$ cat src/rtl/gray_pkg.sv
// Shared helpers for the Gray-code counter family: width limits and
// binary/Gray conversions sized for the widest supported counter.
package gray_pkg;

    localparam int GRAY_W_MIN = 2;
    localparam int GRAY_W_MAX = 16;

    function automatic logic [GRAY_W_MAX-1:0] bin2gray(input logic [GRAY_W_MAX-1:0] b);
        return b ^ (b >> 1);
    endfunction

    // Bit i is the XOR of g[MSB:i]; zero-extended narrower inputs decode correctly.
    function automatic logic [GRAY_W_MAX-1:0] gray2bin(input logic [GRAY_W_MAX-1:0] g);
        logic [GRAY_W_MAX-1:0] b;
        b[GRAY_W_MAX-1] = g[GRAY_W_MAX-1];
        for (int i = GRAY_W_MAX-2; i >= 0; i--)
            b[i] = b[i+1] ^ g[i];
        return b;
    endfunction

    function automatic logic hamming1(input logic [GRAY_W_MAX-1:0] a,
                                      input logic [GRAY_W_MAX-1:0] b);
        logic [GRAY_W_MAX-1:0] d;
        int n;
        d = a ^ b;
        n = 0;
        for (int i = 0; i < GRAY_W_MAX; i++)
            if (d[i]) n++;
        return n == 1;
    endfunction

endpackage

$ cat src/rtl/gray2bin_dec.sv
// Combinational Gray-to-binary decoder: each binary bit is the XOR of the
// Gray bits from the MSB down to that position.
module gray2bin_dec #(
    parameter int W = 4
) (
    input  logic [W-1:0] gray,
    output logic [W-1:0] bin
);

    for (genvar i = 0; i < W; i++) begin : g_bit
        assign bin[i] = ^gray[W-1:i];
    end

endmodule

$ cat src/rtl/gray_updown_counter.sv
// Up/down Gray counter with binary shadow, clear, Gray load and wrap/saturate.
// Optional step checker on err is built only when GRAY_CNT_CHK_EN is defined.
module gray_updown_counter
    import gray_pkg::*;
#(
    parameter int W       = 4,    // GRAY_W_MIN..GRAY_W_MAX
    parameter int WRAP    = 1,
    parameter int RST_VAL = 0
) (
    input  logic         clk,
    input  logic         rst_,
    input  logic         en,
    input  logic         up,
    input  logic         clr,
    input  logic         load,
    input  logic [W-1:0] load_gray,
    output logic [W-1:0] gray_out,
    output logic [W-1:0] bin_out,
    output logic         tc,
    output logic         wrap,
    output logic         err
);

    localparam logic [W-1:0] RST_B = W'(RST_VAL);
    localparam logic [W-1:0] RST_G = RST_B ^ (RST_B >> 1);
    localparam logic [W-1:0] MAX_B = '1;

    logic [W-1:0] bin_q, gray_q, bin_nxt, load_bin;
    logic         wrap_q, wrap_nxt;

    gray2bin_dec #(.W(W)) u_dec (
        .gray (load_gray),
        .bin  (load_bin)
    );

    assign tc = up ? (bin_q == MAX_B) : (bin_q == '0);

    always_comb begin
        bin_nxt  = bin_q;
        wrap_nxt = 1'b0;
        if (clr) begin
            bin_nxt = RST_B;
        end else if (load) begin
            bin_nxt = load_bin;
        end else if (en) begin
            if (tc) begin
                // Saturating build leaves bin_nxt at the terminal value.
                if (WRAP != 0) begin
                    bin_nxt  = up ? '0 : MAX_B;
                    wrap_nxt = 1'b1;
                end
            end else begin
                bin_nxt = up ? bin_q + 1'b1 : bin_q - 1'b1;
            end
        end
    end

    // Both registers load from the same next value so the Gray copy never lags.
    always_ff @(posedge clk or negedge rst_) begin
        if (!rst_) begin
            bin_q  <= RST_B;
            gray_q <= RST_G;
            wrap_q <= 1'b0;
        end else begin
            bin_q  <= bin_nxt;
            gray_q <= W'(bin2gray(16'(bin_nxt)));
            wrap_q <= wrap_nxt;
        end
    end

    assign bin_out  = bin_q;
    assign gray_out = gray_q;
    assign wrap     = wrap_q;

`ifdef GRAY_CNT_CHK_EN
    logic [W-1:0] gray_prev;
    logic         step_d, err_q;

    // A count step registered last edge must move gray_q by one bit; a
    // saturated hold leaves it unchanged and is accepted.
    always_ff @(posedge clk or negedge rst_) begin
        if (!rst_) begin
            gray_prev <= RST_G;
            step_d    <= 1'b0;
            err_q     <= 1'b0;
        end else begin
            gray_prev <= gray_q;
            step_d    <= en && !clr && !load;
            if (clr)
                err_q <= 1'b0;
            else if (step_d && (gray_prev != gray_q) &&
                     !hamming1(16'(gray_prev), 16'(gray_q)))
                err_q <= 1'b1;
        end
    end

    assign err = err_q;
`else
    assign err = 1'b0;
`endif

endmodule

$ cat config.mk
export PLATFORM = sky130hd
export DESIGN_NAME = gray_updown_counter
export DESIGN_NICKNAME = d
export VERILOG_FILES = /design/src/rtl/gray_pkg.sv /design/src/rtl/gray2bin_dec.sv /design/src/rtl/gray_updown_counter.sv
export SDC_FILE = /design/constraint.sdc
export NUM_CORES = 1
export LEC_CHECK = 0
export BUFFER_PORTS_ARGS = -buffer_cell sky130_fd_sc_hd__buf_2
export CORE_AREA = 2 2 39 41
export CTS_CLUSTER_DIAMETER = 40
export DETAILED_ROUTE_END_ITERATION = 12
export DIE_AREA = 0 0 41 43
export GPL_ROUTABILITY_DRIVEN = 0
export HOLD_SLACK_MARGIN = 0.02
export PLACE_DENSITY = 0.71
export SYNTH_ARGS = -nofsm -noshare
export SYNTH_HDL_FRONTEND = slang
export SYNTH_SLANG_ARGS = --single-unit
$ cat constraint.sdc
create_clock -name clk -period 1.8 [get_ports clk]
set_input_delay 0.09 -clock clk [delete_from_list [all_inputs] [get_ports clk]]
set_output_delay 0.09 -clock clk [all_outputs]
set_load 0.02 [all_outputs]
# == Yosys cells after proc, flatten, opt, wreduce, memory -nomap -nowiden ==
# Cells that the tools add are included.
# word_totals
output_inout_bits,11
elab_cells,22
reg_bits,9
in_bits,10
# classes
n_bitwise,1
n_eq_ne,1
reduce_logical,4
n_addsub,2
mux,11
# ops
operator,count
4-bit two-way mux,6
1-bit two-way mux,5
"4-bit by 1-bit adder with 4-bit output, second input constant",1
"4-bit == test, second input constant",1
4-bit zero test,1
4-bit parity,1
"4-bit by 1-bit subtractor with 4-bit output, second input constant",1
4-bit by 3-bit XOR with 4-bit output,1
3-bit parity,1
2-bit parity,1

# == Depth between registers and ports, before layout ==
# Gate-level depths: netlist of the first run.
# logic_depth
ltp_word,7
depth_mapped,7
ltp_nobuf,7

# == By module ==
# From an unflattened synthesis of the first run, not the netlist that was laid out.
# hier_totals
cells_unflattened,61
area_unflattened_um2,598.1
# by_module_without_submodules
mod,cells_per_inst,seq_area_each_um2,area_per_inst_um2,n_inst
gray_updown_counter,56,200.2,548.0,1
gray2bin_dec,5,0.0,50.0,1

# == Worst setup path after synthesis of the first run ==
# Ideal clock, no wire load.
# synth_timing
path_kind,flip-flop to flip-flop
start,reg bin_q[0] (netlist: bin_out[0])
end,reg gray_q[1] (netlist: gray_out[1])
t_arrival_ps,1580
path_buffers,0
setup_time_ps,135
path_stages_with_launch,7
synth_period_minus_slack_ps,1715
setup_slack_ps,85
t_required_ps,1665
cell_sequence,dfrtp_1 > inv_1 > fa_1 > xor2_1 > a21oi_1 > o21ai_2 > xor2_1
# synth_between
elab_chain_cells,7
word_cells_on_any_way,11
cone_classes,2 x add/sub; 1 x eq/ne; 6 x mux; 1 x bitwise; 1 x reduce/logical
# synth_lines
element,line,text
from (decl),gray_updown_counter.sv:28,"logic [W-1:0] bin_q, gray_q, bin_nxt, load_bin;"
from (signal assigned),gray_updown_counter.sv:65,bin_q <= bin_nxt;
"4-bit by 1-bit subtractor with 4-bit output, or another cell as far along",gray_updown_counter.sv:53,bin_nxt = up ? bin_q + 1'b1 : bin_q - 1'b1;
4-bit two-way mux or 1-bit two-way mux (tied branches),"gray_updown_counter.sv:53, gray_updown_counter.sv:36",
4-bit two-way mux *,gray_updown_counter.sv:46,if (tc) begin
4-bit two-way mux *,gray_updown_counter.sv:45,end else if (en) begin
4-bit two-way mux *,gray_updown_counter.sv:43,end else if (load) begin
4-bit two-way mux *,gray_updown_counter.sv:41,if (clr) begin
4-bit by 3-bit XOR with 4-bit output *,gray_pkg.sv:9,return b ^ (b >> 1);
to (signal assigned),gray_updown_counter.sv:66,gray_q <= W'(bin2gray(16'(bin_nxt)));
to (decl),gray_updown_counter.sv:28,
# Mark *: on every way between the ends. The rest lies on a longest branch, timed or not.

# == Worst setup path after layout of the first run ==
# Same ends and word-level chain as after synthesis.

==> flow_metrics.env, run 1 <==
export IMPL_grt_pass1_wl_mm=1.77
export IMPL_drt_met1_wl_um=469
export IMPL_p_per_area_mw_per_mm2=823
export IMPL_diodes=0
export IMPL_num_rows=14
export IMPL_p_total_mw=0.573
export IMPL_cp_slowest_stage_delay_ns=0.43
export IMPL_fp_dieH_um=43
export IMPL_synth_most_common_cell="dfrtp_1"
export IMPL_start_util_pct=40.6
export IMPL_crit_path_frequent_cell="xor2_1"
export IMPL_dr_wl_met2_um=586
export IMPL_synth_commonest_cells="dfrtp_1 (8), inv_1 (7), a21oi_1 (5), xnor2_1 (5), xor2_1 (5)"
export IMPL_crit_end="gray_out[1]"
export IMPL_r2r_start="bin_out[0]"
export IMPL_hold_path_startpoint="clr"
export IMPL_path_cells="inv_1, fa_1, xor2_1, a21oi_1, o21ai_2, xor2_1"
export IMPL_grt_overflow_total=0
export IMPL_clkTransAtPathRegs_ns=0.05
export IMPL_synth_area_leaders="dfrtp_1 (36%), xnor2_1 (7.8%), xor2_1 (7.8%)"
export IMPL_fp_dieW_um=41
export IMPL_routed_via_density=4.84
export IMPL_rsz0062_at_grt="false"
export IMPL_grt_usage_pct=14.9
export IMPL_path_max_fanout=6
export IMPL_clock_sinks=8
export IMPL_cts_max_path_buffers=2
export IMPL_synth_seq_area_share_pct=35.6
export IMPL_fin_crit_ns=1.66
export IMPL_finalHoldViolCount=0
export IMPL_cts_setup_buffers=0
export IMPL_r2r_cells=6
export IMPL_pin_count=21
export IMPL_port_buffers=19
export IMPL_maxSlewViolCount=0
export IMPL_syn_inst=55
export IMPL_drv_cap=0
export IMPL_startpoint_type="flip-flop"
export IMPL_ys_warn_count=0
export IMPL_routed_top_layer="met3"
export IMPL_syn_nets=68
export IMPL_ant_nets=0
export IMPL_grt_pass1_vias=439
export IMPL_post_synth_cell_area_avg_um2=10.2
export IMPL_area_growth_pct=23.8
export IMPL_syn_area_um2=562
export IMPL_routed_wl_mm=1.10
export IMPL_regToRegSetupSlack_ns=0.14
export IMPL_grt_antenna_before_repair=0
export IMPL_fin_setup_tns_ns=0
export IMPL_dpl_cell_count=87
export IMPL_whs_ns=0.103
export IMPL_hpwlAfterDp_um=938
export IMPL_synth_edf_count=0
export IMPL_met3_length_um=39
export IMPL_timing_final_crit_share_pct=92.5
export IMPL_numCtsBuffers=3
export IMPL_r2r_end="gray_out[1]"
export IMPL_critPathCaptureType="flip-flop"
export IMPL_dr_pass1_iters=2
export IMPL_worstHoldPathType="in2reg"
export IMPL_p_leak_nw=0.362
export IMPL_drt_iter0_drc=2
export IMPL_slowest_stage="dfrtp_1"
export IMPL_synth_seq_cells=8
export IMPL_die_area_mm2=0.00176
export IMPL_yosysUniqueCellTypes=25
export IMPL_final_setup_viol_count=0
export IMPL_peakVddDrop_mv=0.428
export IMPL_grt_max_degree=10
export IMPL_required_ns=1.92
export IMPL_cts_tree="done"
export IMPL_synth_top_area_share_pct=35.6
export IMPL_status="completed"
export IMPL_async_flop_share_pct=100
export IMPL_yosys_area_top_type="dfrtp_1"
export IMPL_root_buffer="clkbuf_4"
export IMPL_nets=90
export IMPL_worstSkewPairLatency_ns=0.24
export IMPL_final_cells=91
export IMPL_drcViolationCount=0
export IMPL_core_mm2=0.00138
export IMPL_path_class="reg2reg"
export IMPL_critPathLaunch="bin_out[0]"
export IMPL_cp_arrival_ns=1.78
export IMPL_layout_drive_gt1_share_pct=41.3
export IMPL_fmax_mhz=601
export IMPL_synth_ff_type="dfrtp_1"
export IMPL_wl_per_cell_um=12.0
export IMPL_final_setup_skew_ns=0.00266
export IMPL_vias=440
export IMPL_cts_htree_levels=1
[cell families after synthesis]
group | Yosys count | share of synthesized area (%)
buffers and inverters | 10 | 8.02
adders and majority gates | 3 | 8.02
AOI/OAI and AO/OA | 15 | 25.4
other | 1 | 0.668
DFF | 8 | 35.6
and+or+nand+nor | 8 | 6.68
xor gates and xnor gates | 10 | 15.6
[what timing repair did]
action / in CTS / in global routing
hold buffers: 1 / 0
endpoints found under the setup margin: 0 / 2
hold endpoints to repair: 8 / 0
gates resized for setup: 0 / 2
[sequential cells by signal (all words and copies together) (netlist names)]
name	cells
bin_out	4
gray_out	3
wrap	1
[critical path: cells and delay by family, from the launching register on]
kind | cells | cell delay [ns]
fa+ha+maj | 1 | 0.40
xor+xnor | 2 | 0.34
flops | 1 | 0.43
compound gates | 2 | 0.28
buf+inv | 1 | 0.08
[power breakdown]
part	leakage (nW)	internal, mW	switching, mW	total, mW
Sequential	0.102	0.205	0.0200	0.225
Clock	0.0138	0.0757	0.0528	0.129
Combinational	0.246	0.0889	0.131	0.220
Total	0.362	0.369	0.203	0.573
[metal layers]
| layer | up-vias | global-route usage, % |
|---|---|---|
| met3 | 0 | 1.57 |
| li1 | 224 | - |
| met1 | 207 | 17.8 |
| met4 | 0 | 7.33 |
| met5 | - | 0 |
| met2 | 9 | 24.7 |
[worst min path at each step]
stage,slack [ns],depth (start not counted),to
2_1_floorplan,-0.21,0,bin_out[0]
3_3_place_gp,-0.07,1,wrap
3_5_place_dp,-0.06,1,gray_out[0]
4_1_cts,0.09,2,bin_out[0]
5_1_grt,0.09,2,bin_out[0]
6_report,0.10,2,bin_out[0]
[area by class of cell]
cell class	count	area, µm²
multi-input cells	37	322
repair buffers	20	105
fillers	139	688
well taps	16	20.0
clock buffers	3	22.5
flip-flops and latches	8	200
inverters	7	26.3
[cells in the final DEF (no fill, tap or decap)]
cell type      instances
dfrtp_1                8
and3_1                 1
a2111oi_1              1
conb_1                 1
a221oi_2               1
o21a_2                 1
nand3_1                2
a21oi_1                4
inv_1                  7
nand2_1                2
nor4_1                 1
ha_1                   2
xnor2_1                5
a21o_1                 1
xor2_1                 5
a211oi_2               1
o21ai_2                1
nor2_1                 2
a31o_4                 1
buf_2                 19
clkbuf_4               3
dlygate4sd3_1          1
o31ai_4                1
fa_1                   1
a21oi_2                2
a21o_2                 1
[metrics by stage]
step           cell area [µm²]  setup WS (ns)  utilization (%)
6_report                   696          0.136             50.3
2_1_floorplan              562         0.0855                -
5_1_grt                    696         0.0151             50.3
4_1_cts                    691          0.104             49.9
3_5_place_dp               658          0.119             47.6
3_3_place_gp               658          0.116             47.6
Power figures use the tool's default switching activity.
==> run 2: changes to the inputs <==
--- a/config.mk
+++ b/config.mk
@@ -6,13 +6,13 @@
 export NUM_CORES = 1
 export LEC_CHECK = 0
 export BUFFER_PORTS_ARGS = -buffer_cell sky130_fd_sc_hd__buf_2
-export CORE_AREA = 2 2 39 41
+export CORE_UTILIZATION = 45
 export CTS_CLUSTER_DIAMETER = 40
 export DETAILED_ROUTE_END_ITERATION = 12
-export DIE_AREA = 0 0 41 43
 export GPL_ROUTABILITY_DRIVEN = 0
 export HOLD_SLACK_MARGIN = 0.02
-export PLACE_DENSITY = 0.71
+export PLACE_DENSITY = 0.74
 export SYNTH_ARGS = -nofsm -noshare
 export SYNTH_HDL_FRONTEND = slang
+export SYNTH_HIERARCHICAL = 1
 export SYNTH_SLANG_ARGS = --single-unit
==> run 2 against run 1 <==
  * Setup slack worse by 0.029 ns
  * Register-to-register slack worse by 0.03 ns
  * Count of clock-buffer cells in the layout stayed put
  * Design area is 3.1% higher
  * Clock skew is 0.0076 ns higher
  * Fmax is 1.7% lower
  * Core utilization is 11 points higher
  * Synthesized area is 6.5% higher
  * Critical path type unchanged
  * Largest cell class unchanged
  * Largest power group is now combinational cells
==> flow_metrics.env, run 2 <==
export IMPL_critPathCaptureType="flip-flop"
export IMPL_fillCellCount=112
export IMPL_start_util_pct=51.1
export IMPL_dr_pass1_iters=4
export IMPL_clkTransAtPathRegs_ns=0.06
export IMPL_ant_nets=0
export IMPL_cts_hold_buf=1
export IMPL_syn_nets=74
export IMPL_root_buffer="clkbuf_4"
export IMPL_cts_resized=0
export IMPL_diodes=0
export IMPL_required_ns=1.92
export IMPL_post_synth_cell_area_avg_um2=9.80
export IMPL_path_max_fanout=5
export IMPL_yosysUniqueCellTypes=25
export IMPL_synth_top_area_share_pct=33.5
export IMPL_cts_htree_levels=1
export IMPL_worstHoldPathType="in2reg"
export IMPL_fp_dieH_um=38.5
export IMPL_synth_commonest_cells="inv_1 (9), dfrtp_1 (8), xnor2_1 (7), a21oi_1 (5)"
export IMPL_pin_count=21
export IMPL_seq_area_um2=200
export IMPL_grt_max_degree=10
export IMPL_drcViolationCount=0
export IMPL_p_leak_nw=0.369
export IMPL_cts_max_path_buffers=2
export IMPL_worstSkewPairLatency_ns=0.26
export IMPL_p_per_area_mw_per_mm2=822
export IMPL_cp_arrival_ns=1.81
export IMPL_largest_register_ffs=4
export IMPL_yosys_area_top_type="dfrtp_1"
export IMPL_pre_cts_slack_ns=0.124
export IMPL_timing_final_crit_share_pct=94.1
export IMPL_hpwlAfterDp_um=981
export IMPL_core_mm2=0.00117
export IMPL_synth_most_common_cell="inv_1"
export IMPL_ys_warn_count=6
export IMPL_grt_overflow_total=0
export IMPL_port_buffers=19
export IMPL_die_area_mm2=0.00148
export IMPL_peakVddDrop_mv=0.541
export IMPL_final_setup_skew_ns=0.0103
export IMPL_cts_tree="done"
export IMPL_final_common_cell="buf_2"
export IMPL_final_cell_mix="buf_2 (19), inv_1 (9), dfrtp_1 (8), xnor2_1 (7), a21oi_1 (5)"
export IMPL_numCtsBuffers=3
export IMPL_area_growth_pct=19.9
export IMPL_syn_inst=61
export IMPL_fp_dieW_um=38.5
export IMPL_grt_pass1_vias=456
export IMPL_grt_antenna_before_repair=0
export IMPL_async_flop_share_pct=100
export IMPL_nets=96
export IMPL_routed_wl_mm=1.21
export IMPL_syn_area_um2=598
export IMPL_startpoint_type="flip-flop"
export IMPL_cts_setup_buffers=0
export IMPL_fmax_mhz=591
export IMPL_multi_input_area_um2=330
export IMPL_synth_ff_type="dfrtp_1"
export IMPL_wl_per_cell_um=12.7
export IMPL_status="completed"
export IMPL_clock_sinks=8
export IMPL_routed_via_density=5.08
export IMPL_drt_iter0_drc=9
export IMPL_grt_pass1_wl_mm=1.94
export IMPL_synth_seq_area_share_pct=33.5
export IMPL_grt_usage_pct=20.6
export IMPL_maxSlewViolCount=0
export IMPL_finalHoldViolCount=0
export IMPL_synth_area_leaders="dfrtp_1 (33%), xnor2_1 (10%), inv_1 (5.6%)"
export IMPL_fin_crit_ns=1.69
export IMPL_synth_edf_count=0
export IMPL_setup_ws_ns=0.107
export IMPL_final_setup_viol_count=0
export IMPL_num_rows=12
export IMPL_vias=483
export IMPL_rsz0062_at_grt="false"
export IMPL_fin_setup_tns_ns=0
export IMPL_drv_cap=0
export IMPL_layout_drive_gt1_share_pct=39.5
export IMPL_path_class="reg2reg"
export IMPL_synth_seq_cells=8
[run 2: final timing paths]
| path | slack, ns | start | depth (start not counted) | end |
|---|---|---|---|---|
| max | 0.11 | bin_out[1] | 6 | gray_out[1] |
| min | 0.07 | clr | 2 | wrap |
| max reg2reg | 0.11 | bin_out[1] | 6 | gray_out[1] |
| min reg2reg | 0.75 | bin_out[1] | 3 | wrap |
| max in group asynchronous | 1.42 | rst_ | 2 | bin_out[2] |
| min in group asynchronous | 0.21 | rst_ | 2 | gray_out[2] |
[run 2: worst max-delay path, cell delays in order, from the launching register on]
cell	delay [ns]
dfrtp_1	0.42
inv_1	0.10
fa_1	0.39
xor2_1	0.17
a21oi_1	0.18
o21ai_2	0.12
xor2_1	0.17
[run 2: power breakdown]
part | switching, mW | internal [mW]
Sequential | 0.0186 | 0.204
Clock | 0.0597 | 0.0762
Combinational | 0.136 | 0.0948
[run 2: final cells by class]
cell class | instances | area share (%)
multi-input combinational | 40 | 46.1
sequential | 8 | 27.9
timing repair buffer | 21 | 15.7
inverter | 9 | 4.71
clock buffer | 3 | 3.14
tap | 14 | 2.44
[run 2: logic make-up (layout without fill, tap and decap cells)]
family,count (synthesis),in the layout,share of synthesized area (%)
xor+xnor,11,11,17.4
buf+inv,13,33,11.3
simple gates,10,10,9.00
other cells,1,1,0.627
flops,8,8,33.5
compound gates,15,15,20.7
fa+ha+maj,3,3,7.53
[run 2: layer usage]
metal / global-route usage, % / part of all wire (%) / wire [µm] / vias to the layer above
li1: - / - / - / 237
met1: 25.0 / 42 / 504 / 224
met2: 33.5 / 52 / 622 / 22
met3: 8.72 / 6.5 / 78 / 0
met4: 5.17 / 0 / 0 / 0
met5: 0 / 0 / 0 / -
[run 2: metrics by stage]
step | util (%) | instances | cell area [µm²] | hold slack (ns) | power (mW)
final | 61.2 | 95 | 717 | 0.0749 | 0.589
after global routing | 61.2 | 95 | 717 | 0.0700 | 0.632
after CTS | 61.2 | 95 | 717 | 0.0660 | 0.596
after detailed placement | 58.4 | 91 | 684 | -0.0590 | 0.456
after global placement | 58.4 | 91 | 684 | -0.0655 | 0.449
after floorplan | - | 61 | 598 | -0.206 | 0.391
